--- src/rtl/output_tile_writer.sv ---
// Result write-back: requantizes each ARRAYWIDTH-lane output row to int8 and writes it to the result BRAM.
// Optional feature macro: OUTPUT_WRITER_SAT_EN (saturate requantized lanes instead of wrapping).
module output_tile_writer #(
    parameter int ARRAYWIDTH = 8,
    parameter int DATA_W     = 32,
    parameter int SHIFT      = 8,
    parameter int COL_TILES  = 25,
    parameter int ADDR_W     = 15,
    parameter int BASE_ADDR  = 0
) (
    input  logic                         clk,
    input  logic                         rst,
    input  logic                         start,
    input  logic [2:0]                   tile_row_idx,
    input  logic [4:0]                   tile_col_idx,
    input  logic                         out_valid,
    input  logic [DATA_W*ARRAYWIDTH-1:0] out_data,
    output logic                         wea,
    output logic [ADDR_W-1:0]            addra,
    output logic [8*ARRAYWIDTH-1:0]      dina,
    output logic                         busy,
    output logic                         done,
    output logic                         err_drop
);

    localparam int CNT_W = (ARRAYWIDTH > 1) ? $clog2(ARRAYWIDTH) : 1;
    localparam logic signed [DATA_W-1:0] SAT_MAX = 127;
    localparam logic signed [DATA_W-1:0] SAT_MIN = -128;

    typedef enum logic [1:0] {S_IDLE, S_CAPTURE, S_DONE} state_t;

    state_t                   r_state;
    logic [CNT_W-1:0]         r_row_cnt;
    logic [2:0]               r_trow;
    logic [4:0]               r_tcol;
    logic [ADDR_W-1:0]        w_addr;
    logic [8*ARRAYWIDTH-1:0]  w_dina;

    function automatic logic [7:0] requant(input logic signed [DATA_W-1:0] x);
        logic signed [DATA_W-1:0] s;
        s = x >>> SHIFT;
`ifdef OUTPUT_WRITER_SAT_EN
        if (s > SAT_MAX)      return 8'h7F;
        else if (s < SAT_MIN) return 8'h80;
        else                  return s[7:0];
`else
        return s[7:0];
`endif
    endfunction

    // Address is formed at 32-bit precision, then wrapped into the BRAM address space.
    always_comb begin
        w_addr = ADDR_W'(BASE_ADDR + (int'(r_trow) * ARRAYWIDTH + int'(r_row_cnt)) * COL_TILES
                         + int'(r_tcol));
    end

    always_comb begin
        w_dina = '0;
        for (int i = 0; i < ARRAYWIDTH; i++) begin
            w_dina[8*i +: 8] = requant(out_data[DATA_W*i +: DATA_W]);
        end
    end

    always_ff @(posedge clk or posedge rst) begin
        if (rst) begin
            r_state   <= S_IDLE;
            r_row_cnt <= '0;
            r_trow    <= '0;
            r_tcol    <= '0;
            wea       <= 1'b0;
            addra     <= '0;
            dina      <= '0;
            busy      <= 1'b0;
            done      <= 1'b0;
            err_drop  <= 1'b0;
        end else begin
            wea  <= 1'b0;
            done <= 1'b0;
            case (r_state)
                S_IDLE: begin
                    busy <= start;
                    if (start) begin
                        r_trow    <= tile_row_idx;
                        r_tcol    <= tile_col_idx;
                        r_row_cnt <= '0;
                        err_drop  <= out_valid;
                        r_state   <= S_CAPTURE;
                    end else if (out_valid) begin
                        err_drop <= 1'b1;
                    end
                end
                S_CAPTURE: begin
                    if (out_valid) begin
                        wea       <= 1'b1;
                        addra     <= w_addr;
                        dina      <= w_dina;
                        r_row_cnt <= r_row_cnt + CNT_W'(1);
                        if (r_row_cnt == CNT_W'(ARRAYWIDTH - 1)) r_state <= S_DONE;
                    end
                end
                S_DONE: begin
                    // busy stays high through the done pulse and drops on the following cycle.
                    done    <= 1'b1;
                    r_state <= S_IDLE;
                    if (out_valid) err_drop <= 1'b1;
                end
                default: r_state <= S_IDLE;
            endcase
        end
    end

endmodule

--- config.mk ---
export PLATFORM = sky130hd
export DESIGN_NAME = output_tile_writer
export DESIGN_NICKNAME = d
export VERILOG_FILES = /design/src/rtl/output_tile_writer.sv
export SDC_FILE = /design/constraint.sdc
export NUM_CORES = 1
export LEC_CHECK = 0
export BUFFER_PORTS_ARGS = -buffer_cell sky130_fd_sc_hd__buf_2
export CELL_PAD_IN_SITES_DETAIL_PLACEMENT = 1
export CELL_PAD_IN_SITES_GLOBAL_PLACEMENT = 1
export CORE_MARGIN = 3
export CORE_UTILIZATION = 25
export CTS_BUF_LIST = sky130_fd_sc_hd__clkbuf_8
export CTS_CLUSTER_DIAMETER = 40
export DETAILED_ROUTE_END_ITERATION = 7
export GPL_TIMING_DRIVEN = 0
export PLACE_DENSITY_LB_ADDON = 0.1
export SLEW_MARGIN = 20
export SYNTH_ARGS = -nofsm -noshare
export SYNTH_HDL_FRONTEND = slang
export SYNTH_SLANG_ARGS = --single-unit
--- constraint.sdc ---
create_clock -name clk -period 3.2 [get_ports clk]
set_clock_uncertainty 0.2 [all_clocks]
set_input_delay 0.48 -clock clk [delete_from_list [all_inputs] [get_ports clk]]
set_output_delay 0.48 -clock clk [all_outputs]
set_load 0.02 [all_outputs]
==> run summary, run 1 <==
Via Count = 3,684
Root Buffer = clkbuf_8
Slew Limit Fails = 0
CP Data Arrival Time = 3.42 ns
Pre-antenna DRT Iters = 4
Type of origin of the critical path = flip-flop
Worst Tran Pin Value = 0.563 ns
Drt via density = 4.27
Synth cell count leaders = nand2_1, dfrtp_1, ha_1, clkbuf_1, inv_1
Post-DP HPWL = 9550 microns
Gr ovfl total = 0
Total power = 6.24 mW
Top-area cell type share of the netlist area = 54.2%
CTS Buf Count = 9
Sequential cell area fraction in the yosys report = 54.2%
Die width = 137 microns
DRC errors left = 0
# clock sinks = 93
Final setup fails = 3
Rel. slew slack = 62.5%
Initial Util = 25.7%
Total negative setup slack = -0.184 ns
Most used DFF post-synth = dfrtp_1
Site Rows = 47
Ant. Diodes = 0
Max Cap Viol = 0
Initial DRC Count = 123
RSZ-0062 raised after global routing = yes
Place WS = -0.238 ns
Die area = 18,800 sq um
Placed cell count = 838
Worst VDD drop = 457 uV
Final ANT Viol Nets = 0
Outcome = finished, violations left
Final period utilization = 103%
Clock Path Buffers = 2
Non-Filler Instances = 863
Final Critical Period = 3.30 ns
CTS tree = done
# port buffers = 155
Vias in the first global route = 3,936
Area delta synth->final = 33.2%
Post-synth EDFFs = 0
Seq cells post-synth = 93
FILL cells = 2,033
Worst setup path class = reg -> reg
Library cells used by synthesis = 43
# H-tree levels = 3
Nets = 944
IO Pins = 351
Failing checks = negative setup slack
Synth Instances = 460
DRT Wirelength = 12,800 microns
Wirelength per Cell = 14.8 microns
Initial antenna violation count = 2
Top cells by area, synth = dfrtp_1, nand2_1, ha_1
Share of cells above drive strength 1 = 33.3%
LEAKAGE = 3.17 nW
CP endpoint kind = flip-flop
FMAX = 303 MHz
Final Hold Fails = 0
Total GRT Usage = 13.9%
Setup ws final = -0.0955 ns
Syn avg cell area = 9.33 sq um
Hold WC Path Type = in -> reg
Clock latency on the worst-skew pair = 0.38 ns
Core Area = 16,700 sq um
Req. time, crit path = 3.32 ns
Largest net degree at the start of global routing = 61
Total power divided by cell area = 1090 nW/um^2
Top-count cell post-synth = nand2_1
GP Congestion = 0.730
Reg clk slew, reported paths = 0.10 ns
Yosys warns = 0
First-pass GRT wire length = 20,100 microns
Die H = 137 microns
Fraction of registers with async set/reset = 100%
Worst-path fanout max = 3
Post-Syn Area = 4290 sq um
Synth area leader = dfrtp_1
WHS = 0.0772 ns
layer usage:
layer  track usage (%)  wire, microns  vias up  part of all wire, %
met1              15.8           5210     1774                   41
met4              2.94             98        4                 0.77
met5                 0             40        -                 0.31
met3              7.46           1180       11                  9.2
li1                  -              -     1803                    -
met2              23.3           6240       92                   49
worst max-delay path, cell delays in order (launching register included):
cell and delay (ns):
dfrtp_2 0.45, ha_4 0.27, inv_2 0.03, fa_1 0.48, fa_2 0.57, inv_2 0.04, ha_4 0.27, o21a_1 0.10
o31a_1 0.20, nor4_2 0.08, or4_1 0.47, nand3_1 0.08
area by class of cell:
type	count	area, sq um	share of cell area (%)
flip-flops and latches	93	2330	40.7
repair buffers	166	881	15.4
plain buffers	21	110	1.93
well taps	220	275	4.81
clock inverters	6	48.8	0.853
inverters	16	65.1	1.14
clock buffers	9	124	2.17
multi-input cells	332	1880	33.0
per-stage QoR:
step / util [%] / cell area [sq um]
detailed placement: 32.4 / 5410
floorplan: - / 4330
finish: 34.2 / 5720
CTS: 34.0 / 5680
global route: 34.2 / 5720
global placement: 32.2 / 5380
cell families after synthesis:
logic type / Yosys count / synth area share, %
and+or+nand+nor: 253 / 23.3
other: 1 / 0.0874
DFF: 93 / 54.2
adders and majority gates: 37 / 11.5
AOI/OAI and AO/OA: 36 / 6.35
buffers and inverters: 37 / 3.96
xor gates and xnor gates: 3 / 0.612
power by group:
part	total, mW	leakage (nW)	switching (mW)	internal, mW
Sequential	1.83	1.14	0.236	1.60
Combinational	3.66	1.95	2.06	1.60
Clock	0.751	0.0836	0.465	0.287
sequential cells by signal, indices dropped and copies added, names as in the netlist:
signal and flops:
dina 64, addra 12, r_tcol 5, r_row_cnt 3
r_trow 3, r_state 2, busy 1, done 1
err_drop 1, wea 1
cells in the final DEF (no fill, tap or decap), drive strengths merged:
cell type    synthesis  routed
nor2                 5       5
dfrtp               93      93
fa                   4       4
or2                  1       1
dlygate4sd3          0       1
nor2b                4       4
nand3                3       3
a2111oi              1       1
a22o                 4       4
clkinvlp             0       2
o31a                 1       1
o31ai                2       2
o21a                 3       3
a21o                 4       4
clkinv               0       2
or4                  1       1
conb                 1       3
buf                  6     171
clkbuf              15      24
or3                  1       1
and2                 2       2
nand2              232     232
a211oi               3       3
o21bai               2       2
nor3                 1       1
xnor2                1       1
o21ai               13      13
ha                  33      33
o41a                 1       1
nor3b                2       2
inv                 16      18
nor4                 1       1
xor2                 2       2
a21oi                1       1
a221oi               1       1
path summary, 6_finish.rpt:
path / end / from / slack (ns) / cells after the start
worst min-delay path: dina[8] / out_data[40] / 0.08 / 3
worst max register to register: addra[10] / r_row_cnt[2] / -0.1 / 11
worst min register to register: addra[6] / addra[6] / 0.28 / 1
worst max-delay path: addra[10] / r_row_cnt[2] / -0.1 / 11
max in group asynchronous: r_row_cnt[0] / rst / 1.76 / 4
min in group asynchronous: dina[11] / rst / 0.41 / 3
repair_timing:
| action | CTS | global route |
|---|---|---|
| hold endpoints to repair | 33 | 0 |
| endpoints found under the setup margin | 4 | 5 |
| gates resized for setup | 8 | 6 |
| pin swaps | 13 | 10 |
| setup buffers | 8 | 1 |
| hold buffers | 1 | 0 |
(Power assumes the default switching activity.)
==> inputs of run 2 (changes only) <==
Settings changed: BUFFER_PORTS_ARGS -buffer_cell sky130_fd_sc_hd__buf_2 to not set, CORE_AREA set to 3 3 136 138, CORE_MARGIN 3 to not set, CORE_UTILIZATION 25 to not set, DIE_AREA set to 0 0 139 141, DONT_BUFFER_PORTS set to 1.
==> run summary, run 2 (same netlist as run 1, synthesis figures left out) <==
Outcome = finished, violations left (unchanged)
Failing checks = negative setup slack (unchanged)
Slew Limit Fails = 0 (unchanged)
Slowest-stage cell, CP = fa_1 (was fa_2)
Area delta synth->final = 32.3% (was 33.2%)
First-pass GRT wire length = 20,700 microns (was 20,100 microns)
Cells on Worst Hold Path = 2 (was 3)
Setup ws final = -0.0833 ns (was -0.0955 ns)
Share of cells above drive strength 1 = 10.5% (was 33.3%)
CP Buf/Inv Count = 2 (unchanged)
Post-DP HPWL = 8900 microns (was 9550 microns)
Pint = 3.42 mW (was 3.48 mW)
Initial DRC Count = 89 (was 123)
Initial antenna violation count = 0 (was 2)
WHS = 0.0292 ns (was 0.0772 ns)
Gr ovfl total = 0 (unchanged)
Final Critical Period = 3.28 ns (was 3.30 ns)
Rel. slew slack = 52.9% (was 62.5%)
Clock share of power = 15.0% (was 12.0%)
Die width = 139 microns (was 137 microns)
Commonest non-fill, non-tap cell in the layout = nand2_1 (unchanged)
# H-tree levels = 3 (unchanged)
CP Data Arrival Time = 3.35 ns (was 3.42 ns)
Ant. Diodes = 0 (unchanged)
Vias in the first global route = 3,831 (was 3,936)
Worst setup path class = reg -> reg (unchanged)
GP Congestion = 0.712 (was 0.730)
DRT Wirelength = 12,700 microns (was 12,800 microns)
Type of origin of the critical path = flip-flop (unchanged)
FILL cells = 1,975 (was 2,033)
Most frequent cells in the layout = nand2_1, dfrtp_1, dlygate4sd3_1 (was nand2_1, buf_2, dfrtp_1)
Hold WC Path Type = in -> reg (unchanged)
Cell Chain, Critical Path = ha_4 > inv_2 > fa_1 > fa_1 > inv_2 > ha_4 > o21ai_2 > nor2_2 > o41a_1 > a2111oi_4 > nor2_1 (was ha_4 > inv_2 > fa_1 > fa_2 > inv_2 > ha_4 > o21a_1 > o31a_1 > nor4_2 > or4_1 > nand3_1)
Crit path max-delay family = adder cells (unchanged)
Nets = 855 (was 944)
Non-Filler Instances = 779 (was 863)
CP peak stage delay = 0.51 ns (was 0.57 ns)
Initial Util = 24.8% (was 25.7%)
Die area = 19,600 sq um (was 18,800 sq um)
Final period utilization = 103% (about the same)
Final ANT Viol Nets = 0 (unchanged)
Final Hold Fails = 0 (unchanged)
Via Count = 3,357 (was 3,684)
Clock latency on the worst-skew pair = 0.37 ns (was 0.38 ns)
Site Rows = 48 (was 47)
Multi-input logic area = 1900 sq um (was 1880 sq um)
Root Buffer = clkbuf_8 (unchanged)
Reg clk slew, reported paths = 0.10 ns (about the same)
CP Depth = 11 (unchanged)
# clock sinks = 93 (unchanged)
Core Area = 17,300 sq um (was 16,700 sq um)
CTS Buf Count = 9 (unchanged)
Max Cap Viol = 0 (unchanged)
Combinational Power Share = 46.4% (was 58.6%)
Reg area = 2330 sq um (about the same)
Sw Pwr = 2.72 mW (was 2.76 mW)
Largest net degree at the start of global routing = 72 (was 61)
Wirelength per Cell = 16.3 microns (was 14.8 microns)
Sw frac = 44.2% (was 44.3%)
RSZ-0062 raised after global routing = yes (unchanged)
Total power divided by cell area = 1080 nW/um^2 (was 1090 nW/um^2)
# port buffers = 0 (was 155)
Top Registers = dina x64, addra x12, r_tcol x5 (unchanged)
Worst Tran Pin Value = 0.706 ns (was 0.563 ns)
Place WS = -0.274 ns (was -0.238 ns)
Total GRT Usage = 13.3% (was 13.9%)
CTS tree = done (unchanged)
Flop pwr share = 38.7% (was 29.4%)
Total power = 6.14 mW (was 6.24 mW)
LEAKAGE = 2.84 nW (was 3.17 nW)
IO Pins = 351 (unchanged)
Req. time, crit path = 3.26 ns (was 3.32 ns)
Drt via density = 4.31 (was 4.27)
Final setup fails = 3 (unchanged)
R2R cell count = 11 (unchanged)
Reg with most FFs = dina (unchanged)
Max reg flops = 64 (unchanged)
Pre-antenna DRT Iters = 4 (unchanged)
Clock Path Buffers = 2 (unchanged)
DRC errors left = 0 (unchanged)
Worst-path fanout max = 4 (was 3)
FMAX = 305 MHz (was 303 MHz)
Worst VDD drop = 528 uV (was 457 uV)
Placed cell count = 688 (was 838)
Die H = 141 microns (was 137 microns)
CP endpoint kind = flip-flop (unchanged)
==> run 2: path summary, 6_finish.rpt <==
check | startpoint | slack [ns] | endpoint
min in group asynchronous | rst | 0.34 | dina[23]
max in group asynchronous | rst | 1.81 | r_row_cnt[0]
setup reg to reg | r_row_cnt[1] | -0.08 | addra[11]
hold reg to reg | r_tcol[4] | 0.30 | r_tcol[4]
hold / removal | tile_col_idx[2] | 0.03 | r_tcol[2]
setup / recovery | r_row_cnt[1] | -0.08 | addra[11]
==> run 2: repair_timing <==
| item | CTS | global route |
|---|---|---|
| gates resized for setup | 6 | 9 |
| hold buffers | 68 | 0 |
| pin swaps | 3 | 6 |
| endpoints found under the setup margin | 4 | 5 |
| endpoints found under the hold margin | 89 | 0 |
| setup buffers | 6 | 2 |
==> run 2: stage by stage <==
step,utilization [%],cell area [sq um],TNS [ns]
after global placement,26.6,4610,-117.50
final,32.8,5680,-0.184
after detailed placement,26.8,4640,-0.897
after CTS,32.4,5600,-0.449
after global routing,32.8,5680,-0.630
after floorplan,-,4330,0
==> run 2: final cells by class <==
type,count,share of cell area (%)
Multi-Input combinational cell,332,33.5
Tap cell,225,4.96
Clock inverter,6,1.67
Inverter,16,1.15
Clock buffer,9,2.18
Timing Repair Buffer,77,13.6
Sequential cell,93,41.1
Buffer,21,1.94
==> run 2: power groups by stage <==
| stage | Combinational [mW] | Clock [mW] | Sequential, mW |
|---|---|---|---|
| 6_report | 2.85 | 0.918 | 2.37 |
| 5_1_grt | 3.24 | 1.02 | 2.45 |
| 4_1_cts | 2.80 | 0.965 | 2.39 |
| 3_5_place_dp | 2.50 | 0 | 2.41 |
| 3_3_place_gp | 2.44 | 0 | 2.42 |
| 2_1_floorplan | 1.95 | 0 | 2.27 |
==> run 2: metal layers <==
layer | global-route usage (%) | up-vias | share of wire [%]
li1 | - | 1623 | -
met2 | 22.8 | 105 | 50
met5 | 0 | - | 0
met1 | 15.6 | 1615 | 41
met3 | 5.19 | 14 | 8.3
met4 | 3.71 | 0 | 1.2
